===== src/rtl/mc_defs.sv =====
// Shared control definitions for the multicycle CPU: opcodes, state encodings,
// datapath select codes and the packed control word driven onto the datapath.
package mc_defs;

  localparam int OPCODE_W = 6;
  localparam int STATE_W  = 4;

  localparam logic [OPCODE_W-1:0] OP_RTYPE = 6'h00;
  localparam logic [OPCODE_W-1:0] OP_LW    = 6'h23;
  localparam logic [OPCODE_W-1:0] OP_SW    = 6'h2B;
  localparam logic [OPCODE_W-1:0] OP_BEQ   = 6'h04;
  localparam logic [OPCODE_W-1:0] OP_J     = 6'h02;
  localparam logic [OPCODE_W-1:0] OP_ADDI  = 6'h08;

  // ADDI encodings exist in every build but are only reachable with ADDI enabled.
  typedef enum logic [STATE_W-1:0] {
    ST_FETCH     = 4'd0,
    ST_DECODE    = 4'd1,
    ST_MEM_ADDR  = 4'd2,
    ST_MEM_READ  = 4'd3,
    ST_MEM_WB    = 4'd4,
    ST_MEM_WRITE = 4'd5,
    ST_EXEC      = 4'd6,
    ST_R_WB      = 4'd7,
    ST_BRANCH    = 4'd8,
    ST_JUMP      = 4'd9,
    ST_ADDI_EXEC = 4'd10,
    ST_ADDI_WB   = 4'd11
  } state_t;

  localparam logic [1:0] SRCB_REG     = 2'b00;
  localparam logic [1:0] SRCB_FOUR    = 2'b01;
  localparam logic [1:0] SRCB_IMM     = 2'b10;
  localparam logic [1:0] SRCB_IMM_SH2 = 2'b11;

  localparam logic [1:0] ALUOP_ADD    = 2'b00;
  localparam logic [1:0] ALUOP_SUB    = 2'b01;
  localparam logic [1:0] ALUOP_FUNCT  = 2'b10;

  localparam logic [1:0] PCSRC_ALU    = 2'b00;
  localparam logic [1:0] PCSRC_ALUOUT = 2'b01;
  localparam logic [1:0] PCSRC_JUMP   = 2'b10;

  typedef struct packed {
    logic       pc_write;
    logic       pc_write_cond;
    logic       iord;
    logic       mem_read;
    logic       mem_write;
    logic       ir_write;
    logic       mem_to_reg;
    logic       reg_dst;
    logic       reg_write;
    logic       alu_src_a;
    logic [1:0] alu_src_b;
    logic [1:0] alu_op;
    logic [1:0] pc_source;
  } ctrl_word_t;

  function automatic logic is_mem_op(input logic [OPCODE_W-1:0] op);
    return (op == OP_LW) || (op == OP_SW);
  endfunction

endpackage


===== src/rtl/mc_ctrl_decode.sv =====
// Pure combinational state -> control-word decode for the multicycle control FSM.
// ADDI states decode only when MC_ADDI_EN is defined; otherwise they fall to all-zero.
module mc_ctrl_decode
  import mc_defs::*;
(
  input  state_t     i_state,
  output ctrl_word_t o_ctrl
);

  always_comb begin
    o_ctrl = '0;
    case (i_state)
      ST_FETCH: begin
        o_ctrl.mem_read  = 1'b1;
        o_ctrl.alu_src_b = SRCB_FOUR;
        // The top qualifies these two with mem_ready.
        o_ctrl.pc_write  = 1'b1;
        o_ctrl.ir_write  = 1'b1;
      end
      ST_DECODE: begin
        o_ctrl.alu_src_b = SRCB_IMM_SH2;
      end
      ST_MEM_ADDR: begin
        o_ctrl.alu_src_a = 1'b1;
        o_ctrl.alu_src_b = SRCB_IMM;
      end
      ST_MEM_READ: begin
        o_ctrl.mem_read = 1'b1;
        o_ctrl.iord     = 1'b1;
      end
      ST_MEM_WB: begin
        o_ctrl.reg_write  = 1'b1;
        o_ctrl.mem_to_reg = 1'b1;
      end
      ST_MEM_WRITE: begin
        o_ctrl.mem_write = 1'b1;
        o_ctrl.iord      = 1'b1;
      end
      ST_EXEC: begin
        o_ctrl.alu_src_a = 1'b1;
        o_ctrl.alu_op    = ALUOP_FUNCT;
      end
      ST_R_WB: begin
        o_ctrl.reg_dst   = 1'b1;
        o_ctrl.reg_write = 1'b1;
      end
      ST_BRANCH: begin
        o_ctrl.alu_src_a     = 1'b1;
        o_ctrl.alu_op        = ALUOP_SUB;
        o_ctrl.pc_write_cond = 1'b1;
        o_ctrl.pc_source     = PCSRC_ALUOUT;
      end
      ST_JUMP: begin
        o_ctrl.pc_write  = 1'b1;
        o_ctrl.pc_source = PCSRC_JUMP;
      end
`ifdef MC_ADDI_EN
      ST_ADDI_EXEC: begin
        o_ctrl.alu_src_a = 1'b1;
        o_ctrl.alu_src_b = SRCB_IMM;
        o_ctrl.alu_op    = ALUOP_ADD;
      end
      ST_ADDI_WB: begin
        o_ctrl.reg_write = 1'b1;
      end
`endif
      default: o_ctrl = '0;
    endcase
  end

endmodule


===== src/rtl/mc_control_fsm.sv =====
// Multicycle CPU main control FSM: state register, next-state logic and output gating.
// Optional ADDI support is enabled by defining MC_ADDI_EN.
module mc_control_fsm
  import mc_defs::*;
#(
  parameter int OPW = OPCODE_W,
  parameter int STW = STATE_W
) (
  input  logic           clk,
  input  logic           rst_n,
  input  logic [OPW-1:0] opcode,
  input  logic           mem_ready,
  output logic           pc_write,
  output logic           pc_write_cond,
  output logic           iord,
  output logic           mem_read,
  output logic           mem_write,
  output logic           ir_write,
  output logic           mem_to_reg,
  output logic           reg_dst,
  output logic           reg_write,
  output logic           alu_src_a,
  output logic [1:0]     alu_src_b,
  output logic [1:0]     alu_op,
  output logic [1:0]     pc_source,
  output logic           illegal_op,
  output logic [STW-1:0] state_o
);

  // Handshake: memory asserts mem_ready in the cycle an access completes; the
  // request (mem_read/mem_write) is held and the FSM stays put until then.
  state_t     r_state;
  state_t     w_next;
  ctrl_word_t w_ctrl;
  logic       w_illegal;
  logic       w_fetch_gate;

  always_ff @(posedge clk or negedge rst_n) begin
    if (!rst_n) r_state <= ST_FETCH;
    else        r_state <= w_next;
  end

  always_comb begin
    w_next    = ST_FETCH;
    w_illegal = 1'b0;
    case (r_state)
      ST_FETCH:     w_next = mem_ready ? ST_DECODE : ST_FETCH;
      ST_DECODE: begin
        if (is_mem_op(opcode)) begin
          w_next = ST_MEM_ADDR;
        end else begin
          case (opcode)
            OP_RTYPE: w_next = ST_EXEC;
            OP_BEQ:   w_next = ST_BRANCH;
            OP_J:     w_next = ST_JUMP;
`ifdef MC_ADDI_EN
            OP_ADDI:  w_next = ST_ADDI_EXEC;
`endif
            default: begin
              w_next    = ST_FETCH;
              w_illegal = 1'b1;
            end
          endcase
        end
      end
      // Opcode is re-sampled here; anything other than LW/SW abandons the access.
      ST_MEM_ADDR: begin
        if (opcode == OP_LW)      w_next = ST_MEM_READ;
        else if (opcode == OP_SW) w_next = ST_MEM_WRITE;
        else                      w_next = ST_FETCH;
      end
      ST_MEM_READ:  w_next = mem_ready ? ST_MEM_WB : ST_MEM_READ;
      ST_MEM_WB:    w_next = ST_FETCH;
      ST_MEM_WRITE: w_next = mem_ready ? ST_FETCH : ST_MEM_WRITE;
      ST_EXEC:      w_next = ST_R_WB;
      ST_R_WB:      w_next = ST_FETCH;
      ST_BRANCH:    w_next = ST_FETCH;
      ST_JUMP:      w_next = ST_FETCH;
`ifdef MC_ADDI_EN
      ST_ADDI_EXEC: w_next = ST_ADDI_WB;
      ST_ADDI_WB:   w_next = ST_FETCH;
`endif
      default:      w_next = ST_FETCH;
    endcase
  end

  mc_ctrl_decode u_decode (
    .i_state (r_state),
    .o_ctrl  (w_ctrl)
  );

  // FETCH commits PC/IR only on the cycle memory delivers the instruction.
  assign w_fetch_gate = (r_state != ST_FETCH) || mem_ready;

  // rst_n gates every output so nothing is asserted while reset is held.
  assign pc_write      = rst_n & w_ctrl.pc_write & w_fetch_gate;
  assign ir_write      = rst_n & w_ctrl.ir_write & w_fetch_gate;
  assign pc_write_cond = rst_n & w_ctrl.pc_write_cond;
  assign iord          = rst_n & w_ctrl.iord;
  assign mem_read      = rst_n & w_ctrl.mem_read;
  assign mem_write     = rst_n & w_ctrl.mem_write;
  assign mem_to_reg    = rst_n & w_ctrl.mem_to_reg;
  assign reg_dst       = rst_n & w_ctrl.reg_dst;
  assign reg_write     = rst_n & w_ctrl.reg_write;
  assign alu_src_a     = rst_n & w_ctrl.alu_src_a;
  assign alu_src_b     = {2{rst_n}} & w_ctrl.alu_src_b;
  assign alu_op        = {2{rst_n}} & w_ctrl.alu_op;
  assign pc_source     = {2{rst_n}} & w_ctrl.pc_source;
  assign illegal_op    = rst_n & w_illegal;
  assign state_o       = r_state;

endmodule


===== config.mk =====
export PLATFORM = sky130hd
export DESIGN_NAME = mc_control_fsm
export DESIGN_NICKNAME = d
export VERILOG_FILES = /design/src/rtl/mc_defs.sv /design/src/rtl/mc_ctrl_decode.sv /design/src/rtl/mc_control_fsm.sv
export SDC_FILE = /design/constraint.sdc
export NUM_CORES = 1
export LEC_CHECK = 0
export BUFFER_PORTS_ARGS = -buffer_cell sky130_fd_sc_hd__buf_4
export CORE_AREA = 3 3 40 42
export CTS_BUF_LIST = sky130_fd_sc_hd__clkbuf_4 sky130_fd_sc_hd__clkbuf_8
export DETAILED_ROUTE_END_ITERATION = 12
export DIE_AREA = 0 0 43 45
export MAX_ROUTING_LAYER = met4
export PLACE_DENSITY = 0.72
export SLEW_MARGIN = 10
export SYNTH_ARGS = -nofsm -noshare
export SYNTH_HDL_FRONTEND = slang
export SYNTH_SLANG_ARGS = --single-unit

===== constraint.sdc =====
create_clock -name clk -period 3.9 [get_ports clk]
set_input_delay 0.78 -clock clk [delete_from_list [all_inputs] [get_ports clk]]
set_output_delay 0.78 -clock clk [all_outputs]
set_load 0.02 [all_outputs]

==> flow_summary.json, run 1 <==
{
  "status": "finished clean",
  "htreeDepth": 1,
  "rsz0062_at_grt": "no",
  "cts_tree": "done",
  "cts-hold-fix-buffers": 0,
  "worst_pin_slew_ns": 0.549,
  "cp-start-kind": "register",
  "ys_warn_count": 0,
  "avgSynthCellArea_um2": 7.56,
  "ys_ff_latch": 4,
  "finalSetupViolations": 0,
  "startpoint": "state_o[1]",
  "die_y_um": 45,
  "antenna_found_initial": 0,
  "die_x_um": 43,
  "ys_top_cells_by_count": "nor2_1 (10), nand2_1 (8), dfrtp_1 (4), nor2b_1 (4), nor3_1 (4)",
  "slew_viol_final": 0,
  "rows": 13,
  "drc": 0,
  "yosysMostFrequentCell": "nor2_1",
  "synthArstFlopShare_pct": 100,
  "core_area_mm2": 0.00128,
  "max_clock_freq_mhz": 400,
  "utilization_pct": 57.9,
  "io_buffers": 29,
  "hold_slack_ns": 0.354,
  "num_vias": 601,
  "synthDominantCellAreaShare_pct": 19.5,
  "dp_hpwl_um": 1010,
  "routed_via_density": 5.41,
  "clock_sinks": 4,
  "yosysTopAreaCell": "dfrtp_1",
  "fin_skew_ns": 0.000427,
  "synth_area_leaders": "dfrtp_1 (19%), nor2_1 (7.3%), nand2_1 (5.8%)",
  "required_ns": 3.12,
  "clk_pin_slew_worst_paths_ns": 0.04,
  "postCtsSetupBuffers": 0,
  "wl_per_cell_um": 12.1,
  "period_share_pct": 64.1,
  "syn2layout_area_growth_pct": 44.8,
  "grt_start_max_net_pins": 19,
  "reg2reg_from": "state_o[0]",
  "hp-class": "in2async",
  "grt_pass1_wl_um": 2050,
  "cts-root-buf": "clkbuf_4",
  "clk_latency_ns": 0.23,
  "largest_register_ffs": 4,
  "antennaDiodeCount": 0,
  "cts_buffers": 3,
  "io_pins": 30,
  "period_minus_slack_ns": 2.50,
  "ir_worst_vdd_uv": 171,
  "drt_first_pass_iters": 4,
  "tns_ns": 0,
  "drtAntennaViolNets": 0,
  "syn_inst": 68,
  "critPathKind": "reg2out",
  "clockBufferDepth": 2,
  "maxCapViolCount": 0,
  "synth_edf_count": 0,
  "place.gp.congestion": 0.786,
  "cts.repair.resized": 0,
  "synthesis.nets": 77,
  "power.density_mw_per_mm2": 200,
  "dieArea_mm2": 0.00194,
  "dr.first_iter.drc_count": 9,
  "synth_seq_area_share_pct": 19.5,
  "critPathArrivalTime_ns": 1.72,
  "fin_nets": 107,
  "grtUsageTotal_pct": 14.3,
  "synth_cell_types": 33,
  "ys.flop_type": "dfrtp_1",
  "slew_headroom_pct": 63.4,
  "rrSetupSlack_ns": 2.32,
  "grt_pass1_vias": 477,
  "finalHoldViolations": 0,
  "leakagePower_uw": 0.000386,
  "initial_core_util_pct": 40.0,
  "wl_um": 1350,
  "drive_above_1_share_pct": 39.6,
  "end_kind": "output port",
  "grt-ovfl-total": 0,
  "syn-cell-area_um2": 514,
  "crit_path_max_fanout": 16
}
## metrics by stage
step	power (uW)	setup WS (ns)	instances	instance area [um^2]
after floorplan	76.4	1.45	68	514
after global placement	98.2	1.43	108	722
after detailed placement	98.8	1.42	108	722
after CTS	152	1.39	111	744
after global routing	160	1.28	111	744
final	149	1.40	111	744
## area by class of cell
type                    instances  area (um^2)
inverters                       1         3.75
multi-input cells              59          382
well taps                      15         18.8
flip-flops and latches          4          100
clock buffers                   3         22.5
repair buffers                 29          218
fillers                       137          541
## worst max-delay path, cell delays in order (launching register included)
cell      delay, ns
dfrtp_1        0.67
nand2b_1       0.33
nor2_1         0.10
or2_1          0.23
buf_4          0.15
## cells in the final DEF, fill, tap and decap left out
cell,Yosys,routed
nor4_2,1,1
nand2_1,8,8
nand2b_1,3,3
nand2_2,1,1
nor2_4,1,1
o32ai_1,1,1
nor3_1,4,4
nor2_1,10,10
nand3_1,2,2
xor2_1,1,1
o21ai_1,2,2
nor3b_1,2,2
nor2b_1,4,4
inv_1,1,1
clkbuf_4,0,3
and3_1,1,1
a21o_1,2,2
dfrtp_1,4,4
nand4b_1,1,1
or2_1,1,1
and3b_1,2,2
o221ai_1,1,1
o31a_1,1,1
or3_4,1,1
a21oi_1,3,3
nor4b_1,1,1
nand4_1,1,1
buf_4,1,29
nor4b_4,1,1
nand2b_4,1,1
a32o_1,1,1
o21bai_1,1,1
## report_power, final
group          switching (uW)  internal, uW  total (uW)
clock                    16.4          34.4        50.8
combinational            25.6          23.6        49.2
sequential               6.20          43.0        49.2
## logic make-up after synthesis
family	Yosys count	synth area share [%]
XOR/XNOR	1	1.70
AO/OA/AOI/OAI	12	16.3
AND/OR/NAND/NOR	46	56.2
flip-flops	4	19.5
buffers and inverters	5	6.33
## path summary, 6_finish.rpt
check / end / cells after the start
worst min register to register: state_o[2] / 1
worst max register to register: state_o[2] / 3
max in group asynchronous: state_o[2] / 1
worst min-delay path: state_o[1] / 1
worst max-delay path: pc_write / 4
min in group clk: state_o[2] / 1
## metal layers
layer / part of all wire [%] / vias up / GRT usage [%]
met2: 46 / 22 / 21.9
met3: 7.2 / 0 / 3.59
met5: 0 / - / -
li1: - / 300 / -
met4: 0 / 0 / 5.42
met1: 47 / 279 / 18.4
(Power assumes the default switching activity.)
==> run 2: changes to the inputs <==
==> constraint.sdc (replaced) <==
create_clock -name clk -period 2.5 [get_ports clk]
set_input_delay 0.5 -clock clk [delete_from_list [all_inputs] [get_ports clk]]
set_output_delay 0.5 -clock clk [all_outputs]
set_load 0.02 [all_outputs]
==> run 2 against run 1 <==
Net effect: combinational power rose by 57%; first-iteration DRC count grew 56%; register-to-register slack worse by 1.4 ns; sequential cell count stayed put; clock-buffer cell count unchanged; cell count grew 0.90%; utilization rose by 0.58 points; setup slack lost 1.0 ns; via count grew 2.0%; highest routed layer is now met4; critical path depth stayed put.
==> flow_summary.json, run 2 (same netlist as run 1, synthesis figures left out) <==
{
  "status": "finished clean",
  "cp-start-kind": "register",
  "cp_top_family": "flip-flops",
  "core_area_mm2": 0.00128,
  "grt_start_max_net_pins": 19,
  "slew_headroom_pct": 63.8,
  "dieArea_mm2": 0.00194,
  "layout_common_cells": "buf_4 (30), nor2_1 (10), nand2_1 (8)",
  "routed_via_density": 5.47,
  "rrSetupSlack_ns": 0.96,
  "initial_core_util_pct": 40.0,
  "period_share_pct": 85.8,
  "io_buffers": 29,
  "fillers": 143,
  "ir_worst_vdd_uv": 242,
  "drt_first_pass_iters": 4,
  "cts.repair.resized": 0,
  "hp-class": "in2async",
  "grtUsageTotal_pct": 14.8,
  "clk_pin_slew_worst_paths_ns": 0.04,
  "cts_buffers": 3,
  "drc": 0,
  "dpl_cell_area_um2": 729,
  "end_kind": "output port",
  "finalSetupViolations": 0,
  "grt_pass1_vias": 532,
  "clock_sinks": 4,
  "leakagePower_uw": 0.000391,
  "required_ns": 2.00,
  "critPathKind": "reg2out",
  "clk_latency_ns": 0.24,
  "syn2layout_area_growth_pct": 46.2,
  "crit_chain": "nand2b_1 > nor2_1 > or2_1 > buf_4",
  "htreeDepth": 1,
  "clockBufferDepth": 2,
  "pre_cts_slack_ns": 0.585,
  "fin_skew_ns": 0.00495,
  "die_x_um": 43,
  "crit_path_max_fanout": 18,
  "layout_commonest_cell": "buf_4",
  "postCtsSetupBuffers": 0,
  "period_minus_slack_ns": 2.15,
  "setup_ws_ns": 0.355,
  "wl_um": 1410,
  "wl_per_cell_um": 12.6,
  "hold_slack_ns": 0.0637,
  "io_pins": 30,
  "drtAntennaViolNets": 0,
  "max_clock_freq_mhz": 466,
  "die_y_um": 45,
  "drive_above_1_share_pct": 40.2,
  "num_vias": 613,
  "grt-ovfl-total": 0,
  "cts_tree": "done",
  "critPathArrivalTime_ns": 1.65,
  "place.gp.congestion": 0.821,
  "path_buf_inv": 1,
  "fin_nets": 108,
  "worst_pin_slew_ns": 0.543,
  "fin_area_um2": 752,
  "cts-hold-fix-buffers": 0,
  "antennaDiodeCount": 0,
  "largest_register_ffs": 4,
  "antenna_found_initial": 0,
  "dr.first_iter.drc_count": 14,
  "slew_viol_final": 0,
  "finalHoldViolations": 0,
  "grt_pass1_wl_um": 2130,
  "cp_slowest_cell": "dfrtp_1",
  "reg2reg_from": "state_o[0]",
  "rows": 13,
  "reg2reg_to": "state_o[2]",
  "reg2regPathDepth": 3,
  "maxCapViolCount": 0,
  "tns_ns": 0,
  "max_stage_delay_ns": 0.68,
  "rsz0062_at_grt": "no",
  "cts-root-buf": "clkbuf_4",
  "power.density_mw_per_mm2": 316,
  "finalPower_uw": 237,
  "dp_hpwl_um": 1050
}
## run 2: area by class of cell
| type | count | area [um^2] | share of cell area [%] |
|---|---|---|---|
| sequential | 4 | 100 | 13.3 |
| timing repair buffer | 30 | 225 | 30.0 |
| clock buffer | 3 | 22.5 | 3.00 |
| inverter | 1 | 3.75 | 0.499 |
| multi-input combinational | 59 | 382 | 50.7 |
| tap | 15 | 18.8 | 2.50 |
## run 2: per-stage QoR
stage               utilization [%]  cells
floorplan                         -     68
global route                   58.5    112
finish                         58.5    112
detailed placement             56.8    109
CTS                            58.5    112
global placement               56.8    109
## run 2: worst register-to-register path: cells and delay by family, from the launching register on
family	cells	cell delay (ns)
and+or+nand+nor	1	0.29
AOI/OAI and AO/OA	2	0.48
DFF	1	0.68
## run 2: routing by layer
layer,track usage [%],vias to the layer above,part of all wire (%)
li1,-,301,-
met1,16.2,281,41
met2,26.0,29,49
met3,1.59,2,8.6
met4,9.04,0,0.85
met5,-,-,0
## run 2: how the worst max path moves through the flow
stage	startpoint	to	cells after the start	slack, ns
global placement	opcode[2]	illegal_op	6	0.60
CTS	state_o[0]	pc_write	4	0.36
floorplan	state_o[2]	pc_source[0]	5	0.39
global route	state_o[0]	pc_write	4	0.21
detailed placement	opcode[2]	illegal_op	6	0.59
finish	state_o[0]	pc_write	4	0.35
## run 2: where the power goes
part | internal [uW] | total [uW] | switching, uW | leakage (uW)
clock | 53.9 | 83.9 | 30.0 | 0.0000138
sequential | 67.0 | 76.2 | 9.18 | 0.0000543
combinational | 37.0 | 77.2 | 40.2 | 0.000323
total | 158 | 237 | 79.4 | 0.000391
